==> src/rtl/background_idx_fetch_if.sv <==
// background_idx_fetch_if: scan position in, ROM address/data, pixel-aligned colour index out
interface background_idx_fetch_if #(
    parameter int ADDR_W = 17
);
    logic              pix_ce;
    logic [9:0]        DrawX;
    logic [9:0]        DrawY;
    logic [8:0]        scroll_x;
    logic [ADDR_W-1:0] rom_addr;
    logic [2:0]        rom_data;
    logic [2:0]        color_idx;
    logic              idx_active;
    logic [9:0]        out_x;
    logic [9:0]        out_y;
    modport slave (
        input  pix_ce, DrawX, DrawY, scroll_x, rom_data,
        output rom_addr, color_idx, idx_active, out_x, out_y
    );
    modport master (
        output pix_ce, DrawX, DrawY, scroll_x, rom_data,
        input  rom_addr, color_idx, idx_active, out_x, out_y
    );
endinterface

==> src/rtl/background_idx_fetch.sv <==
// background_idx_fetch: 2x-upscaled background ROM fetch with frame-latched horizontal scroll
module background_idx_fetch #(
    parameter int         IMG_W     = 320,
    parameter int         IMG_H     = 240,
    parameter int         ADDR_W    = 17,
    parameter logic [2:0] BLANK_IDX = 3'b001
) (
    input logic                  Clk,
    input logic                  Reset_n,
    background_idx_fetch_if.slave bus
);
    logic [8:0]        scroll_q;
    logic              active;
    logic              act_q;
    logic [9:0]        sum;
    logic [9:0]        sx;
    logic [8:0]        sy;
    logic [9:0]        x_q;
    logic [9:0]        y_q;
    logic [ADDR_W-1:0] addr;
    always_comb begin
        active = bus.DrawX < 10'(2 * IMG_W) && bus.DrawY < 10'(2 * IMG_H);
        sum    = {1'b0, bus.DrawX[9:1]} + {1'b0, scroll_q};
        sx     = sum >= 10'(IMG_W) ? sum - 10'(IMG_W) : sum;
        sy     = bus.DrawY[9:1];
        addr   = (ADDR_W'(sy) << 8) + (ADDR_W'(sy) << 6) + ADDR_W'(sx);
    end
    always_ff @(posedge Clk or negedge Reset_n) begin
        if (!Reset_n) begin
            scroll_q       <= '0;
            bus.rom_addr   <= '0;
            act_q          <= 1'b0;
            x_q            <= '0;
            y_q            <= '0;
            bus.color_idx  <= BLANK_IDX;
            bus.idx_active <= 1'b0;
            bus.out_x      <= '0;
            bus.out_y      <= '0;
        end else if (bus.pix_ce) begin
            // new scroll only takes effect from the pixel after (0,0) so a frame never tears
            if (bus.DrawX == 10'd0 && bus.DrawY == 10'd0)
                scroll_q <= bus.scroll_x >= 9'(IMG_W) ? 9'(IMG_W - 1) : bus.scroll_x;
            bus.rom_addr   <= active ? addr : '0;
            act_q          <= active;
            x_q            <= bus.DrawX;
            y_q            <= bus.DrawY;
            bus.color_idx  <= act_q ? bus.rom_data : BLANK_IDX;
            bus.idx_active <= act_q;
            bus.out_x      <= x_q;
            bus.out_y      <= y_q;
        end
    end
endmodule

==> src/flat_wrapper.sv <==
// flat-port wrapper written by rule: the top's interface ports become plain ports
module background_idx_fetch_flat 
#(
    parameter int         IMG_W     = 320,
    parameter int         IMG_H     = 240,
    parameter int         ADDR_W    = 17,
    parameter logic [2:0] BLANK_IDX = 3'b001
)
  (Clk, Reset_n, bus_pix_ce, bus_DrawX, bus_DrawY, bus_scroll_x, bus_rom_data, bus_rom_addr, bus_color_idx, bus_idx_active, bus_out_x, bus_out_y);
  background_idx_fetch_if #(.ADDR_W(ADDR_W)) bus_i ();
  input logic Clk;
  input logic Reset_n;
  input wire logic [$bits(bus_i.pix_ce)-1:0] bus_pix_ce;
  input wire logic [$bits(bus_i.DrawX)-1:0] bus_DrawX;
  input wire logic [$bits(bus_i.DrawY)-1:0] bus_DrawY;
  input wire logic [$bits(bus_i.scroll_x)-1:0] bus_scroll_x;
  input wire logic [$bits(bus_i.rom_data)-1:0] bus_rom_data;
  output wire logic [$bits(bus_i.rom_addr)-1:0] bus_rom_addr;
  output wire logic [$bits(bus_i.color_idx)-1:0] bus_color_idx;
  output wire logic [$bits(bus_i.idx_active)-1:0] bus_idx_active;
  output wire logic [$bits(bus_i.out_x)-1:0] bus_out_x;
  output wire logic [$bits(bus_i.out_y)-1:0] bus_out_y;
  assign bus_i.pix_ce = bus_pix_ce;
  assign bus_i.DrawX = bus_DrawX;
  assign bus_i.DrawY = bus_DrawY;
  assign bus_i.scroll_x = bus_scroll_x;
  assign bus_i.rom_data = bus_rom_data;
  assign bus_rom_addr = bus_i.rom_addr;
  assign bus_color_idx = bus_i.color_idx;
  assign bus_idx_active = bus_i.idx_active;
  assign bus_out_x = bus_i.out_x;
  assign bus_out_y = bus_i.out_y;
  background_idx_fetch #(.IMG_W(IMG_W), .IMG_H(IMG_H), .ADDR_W(ADDR_W), .BLANK_IDX(BLANK_IDX)) u_core (.Clk(Clk), .Reset_n(Reset_n), .bus(bus_i));
endmodule
==> config.mk <==
export PLATFORM = sky130hd
export DESIGN_NAME = background_idx_fetch_flat
export DESIGN_NICKNAME = d
export VERILOG_FILES = /design/src/rtl/background_idx_fetch_if.sv /design/src/rtl/background_idx_fetch.sv /design/src/flat_wrapper.sv
export SDC_FILE = /design/constraint.sdc
export NUM_CORES = 1
export LEC_CHECK = 0
export CAP_MARGIN = 20
export CORE_ASPECT_RATIO = 0.8
export CORE_MARGIN = 2
export CORE_UTILIZATION = 56
export DETAILED_ROUTE_END_ITERATION = 10
export PLACE_DENSITY = 0.86
export SLEW_MARGIN = 20
export SYNTH_ARGS = -nofsm -noshare
export SYNTH_HDL_FRONTEND = slang
export SYNTH_SLANG_ARGS = --single-unit
==> constraint.sdc <==
create_clock -name Clk -period 10.3 [get_ports Clk]
set_input_delay 2.06 -clock Clk [delete_from_list [all_inputs] [get_ports Clk]]
set_output_delay 2.06 -clock Clk [all_outputs]
set_load 0.01 [all_outputs]
# Word-level counts from Yosys, hierarchy flattened
# Cells that the tools add are included.
# totals
memories	0
rom_bits	0
elab_cells	26
reg_bits	71
ram_bits	0
latchBits	0
# op_classes
n_mul	0
bitwise	0
muxes	4
order_cmp	4
n_eq_ne	0
n_addsub	4
div_mod_pow	0
n_shift	0
n_reduce_logical	5
# ops
cell	n
zero test 10 bit	2
adder 17 x 10 -> 17 bit	1
adder 17 x 15 -> 17 bit	1
two-way mux 17 bit	1
adder 9 x 9 -> 10 bit	1
greater-or-equal comparator 10 x 9 -> 1 bit (second input constant)	1
< comparator 10 bit (second input constant)	1
< comparator 10 x 9 -> 1 bit (second input constant)	1
two-way mux 10 bit	1
subtractor 10 x 9 -> 10 bit (second input constant)	1
greater-or-equal comparator 9 bit (second input constant)	1
two-way mux 9 bit	1
two-way mux 3 bit	1
logical AND 1 bit	2
AND reduction 2 bit	1

# Logic depth before layout (Yosys ltp)
# logic_depth
word_depth	5
mapped_depth	19
mapped_depth_nobuf	19

# Least setup slack after synthesis
# Ideal clock, no wire load.
# synth_timing
path_kind	input port to flip-flop
startpoint	input port bus_DrawX[1]
endpoint	register u_core.bus.rom_addr[16]
setup_ps	138
arrival_ps	5244
required_time_ps	10162
cell_stages	18
setup_slack_ps	4918
cell_sequence	ha_1 > inv_1 > fa_1 > nand2b_1 > a211oi_2 > mux2i_1 > or2_1 > nor2_1 > mux2i_1 > fa_1 > inv_1 > ha_1 > a21o_1 > a21o_1 > a21oi_1 > o21bai_1 > a21oi_1 > o22ai_1
# synth_via
elab_chain_len	5
# synth_rtl
item	line	source
from (decl)	flat_wrapper.sv:14	input wire logic [$bits(bus_i.DrawX)-1:0] bus_DrawX;
adder 9 x 9 -> 10 bit	background_idx_fetch.sv:23	sum = {1'b0, bus.DrawX[9:1]} + {1'b0, scroll_q};
subtractor 10 x 9 -> 10 bit / greater-or-equal comparator 10 x 9 -> 1 bit (equally long branches)	background_idx_fetch.sv:24	sx = sum >= 10'(IMG_W) ? sum - 10'(IMG_W) : sum;
two-way mux 10 bit	background_idx_fetch.sv:24	
adder 17 x 10 -> 17 bit	background_idx_fetch.sv:26	addr = (ADDR_W'(sy) << 8) + (ADDR_W'(sy) << 6) + ADDR_W'(sx);
two-way mux 17 bit *	background_idx_fetch.sv:43	bus.rom_addr <= active ? addr : '0;
to (signal assigned)	background_idx_fetch.sv:43	
to (decl)	background_idx_fetch_if.sv:17	output rom_addr, color_idx, idx_active, out_x, out_y
# Every way passes the cells marked *; elsewhere a longest branch is shown, timed or not.
# A chain may end at the register's enable or synchronous reset.

# Worst setup path after layout
# layout_timing
startpoint	input port bus_DrawX[1]
endpoint	register u_core.bus.rom_addr[13]
# The elaborated chain is that of the path after synthesis.

==> reports/qor.yml <==
worst_setup_path:
  r2r-start: "u_core.scroll_q[0]"
  criticalPathCategory: "primary input to flip-flop"
  cp-endpoint: "u_core.bus.rom_addr[13]"
  reg2reg_slack_ps: 6180
  rr_endpoint: "u_core.bus.rom_addr[13]"
  worstSetupStartpointType: "primary input"
  crit_arrival_ps: 6170
  crit_path_max_fanout: 3
  startpoint: "bus_DrawX[1]"
  required_ps: 10490
  cp-end-kind: "flip-flop"
  worstRegToRegCells: 17
clock_network:
  path_clk_slew_ps: 70
  clock_sinks: 71
  cts_setup_buffers: 0
  cts.htree.levels: 3
  clk_path_buf_depth: 2
  hold_buffers: 0
  cts_buffers: 9
  clock_latency_ps: 350
  cts_tree: "yes"
  root_buffer: "clkbuf_8"
  cts_resized: 0
placement:
  placed_area_mm2: 0.00455
  hpwl_mm: 5.98
  pre_cts_slack_ps: 4000
  place.gp.congestion: 0.789
  port_buffers: 75
global_route:
  antenna_found_initial: 0
  grt_max_degree: 72
  grtUsageTotal_pct: 24.1
  grt_pass1_vias: 2853
  gr-total-overflow: 0
  grt_pass1_wl_mm: 13.5
timing:
  finalWorstSetupSlack_ps: 4310
  rsz0062_at_grt: "no"
  slew_violations: 0
  whs_ps: 479
  fmax_mhz: 167
  tightest_slew_ps: 877
  fin_crit_sh_pct: 58.1
  fin_tns_setup_ps: 0
  clock-skew-final_ps: 8.14
  slew_headroom_pct: 41.5
  finalHoldViolCount: 0
  final-setup-viol-count: 0
  fin_crit_ps: 5990
route:
  ant_nets: 0
  drt_first_iter_violations: 128
  remaining_drc_errors: 0
  vias: 2790
  viasPerCell: 5.55
  dr.pass1.iters: 4
  wl_per_cell_um: 16.3
  wl_mm: 8.18
yosys:
  synth_area_leaders: "dfrtp_1, mux2_2, ha_1, inv_1, o22ai_1"
  ys_ff_latch: 71
  synth_top_area_cell: "dfrtp_1"
  yosys_warnings: 0
  ys_types: 44
  post_synth.cell_area_avg_um2: 11.1
  yosysSeqAreaShare_pct: 47.7
  synth_top_area_share_pct: 46.9
  netlist_area_mm2: 0.00373
  syn-num-nets: 401
  syn_inst: 337
cells_and_area:
  final_cell_area_mm2: 0.00474
  syn_to_final_growth_pct: 27.2
  utilization_pct: 74.0
  n_antenna_cell: 0
  nets: 478
  layout-drive-gt1-share_pct: 16.2
floorplan:
  io_pins: 76
  start_util_pct: 58.2
  fp.dieW_um: 95.3
  die_y_um: 77.0
  die-area_mm2: 0.00734
  core_mm2: 0.00641
  num_rows: 26
power_and_ir_drop:
  power_density_mw_per_mm2: 151
  ir_drop_v: 0.000102
  leakage_nw: 2.09
job:
  maxCapViolations: 0
run_status:
  status: "finished, final reports clean"
worst_hold_path:
  hold_class: "flip-flop to flip-flop"
[state kept, by name, indices dropped and copies added, names as in the netlist]
name and flops:
u_core.bus.color_idx 3, u_core.scroll_q 9, u_core.bus.out_y 10, u_core.bus.rom_addr 17, u_core.bus.idx_active 1, u_core.act_q 1, u_core.bus.out_x 10, u_core.x_q 10
u_core.y_q 10
[critical path: stages]
cell,delay [ps]
clkdlybuf4s50_1,510
ha_1,230
inv_1,80
fa_1,400
nand2b_1,210
a211oi_2,220
mux2i_1,260
or2_1,180
nor2_1,60
mux2i_1,190
fa_1,500
fa_1,480
nor2b_1,130
o21a_1,130
o21ai_0,110
a21oi_1,190
xnor2_1,140
o22ai_1,80
[cells in the final DEF, fill, tap and decap left out, types with 3 or more instances in the layout]
cell type        count
ha_1                25
clkbuf_8            10
inv_1               44
clkdlybuf4s50_1     73
o21ai_0             12
xor2_1               4
o21ai_1              3
a21o_1               4
o22ai_1             16
fa_1                 4
nor4_1               4
dfrtp_1             70
o21a_1               3
mux2_2              42
a31oi_1              8
nand3_1              5
nand2_1              7
nor2_1              15
mux2i_1              3
nand2b_1             4
xnor2_1              6
nor3_1               7
a21oi_1             14
[routing by layer]
layer / routed length (um) / GRT usage [%] / vias up
li1: - / - / 1341
met3: 672 / 8.15 / 7
met4: 55 / 5.80 / 0
met5: 0 / 0 / -
met2: 3830 / 37.8 / 98
met1: 3620 / 32.2 / 1344
[Yosys cell counts (all sizes together)]
master   n
fa       4
nor2    16
nand2    7
nor3     7
dfrtp   70
a31oi    8
o32ai    1
o21a     3
xnor2    6
or2      1
o22ai   16
nand3b   2
o31ai    1
o211ai   1
clkbuf   7
o21bai   1
inv     44
buf      4
xor2     4
a211o    1
mux2    42
nand4b   1
o32a     1
or3      2
nand3    5
nor3b    1
a21oi   16
o21ai   15
ha      25
a21o     4
nor2b    2
mux2i    3
nor4     5
nand2b   4
a211oi   3
nand4    2
dfstp    1
a21boi   1
[per-stage QoR]
step           total power [mW]  std cells
2_1_floorplan             0.415        337
3_3_place_gp              0.492        487
3_5_place_dp              0.498        487
4_1_cts                   0.723        503
5_1_grt                   0.753        503
6_report                  0.717        503
[power by group]
group | internal [mW] | leakage (nW) | switching, mW | total [mW]
registers | 0.308 | 0.875 | 0.0154 | 0.323
clock network | 0.119 | 0.104 | 0.106 | 0.225
logic | 0.0926 | 1.11 | 0.0770 | 0.170
total | 0.519 | 2.09 | 0.198 | 0.717
[worst min-delay path by stage]
stage	end	from	depth (start not counted)
final	u_core.bus.color_idx[0]	u_core.bus.color_idx[0]	2
after global routing	u_core.bus.out_x[9]	u_core.x_q[9]	1
after CTS	u_core.bus.color_idx[0]	u_core.bus.color_idx[0]	2
after detailed placement	u_core.bus.color_idx[0]	u_core.bus.color_idx[0]	2
after global placement	u_core.bus.color_idx[0]	u_core.bus.color_idx[0]	2
after floorplan	u_core.bus.color_idx[0]	u_core.bus.color_idx[0]	2
[cell families (layout without fill, tap and decap cells)]
family                   after synthesis  after routing  synth area share, %
AO/OA/AOI/OAI                         72             72                 12.4
XOR/XNOR                              10             10                 2.35
adder cells (fa/ha/maj)               29             29                 10.5
buffers and inverters                 55            137                 5.67
flip-flops                            71             71                 47.7
multiplexers                          45             45                 13.5
AND/OR/NAND/NOR                       55             55                 7.91
[layout make-up]
type | instances | area (um^2)
tap | 84 | 105
sequential | 71 | 1780
fill | 463 | 1660
timing repair buffer | 77 | 756
clock buffer | 11 | 141
inverter | 44 | 165
clock inverter | 5 | 57.6
multi-input combinational | 211 | 1740
No activity file was read; power rests on OpenSTA's default activity.
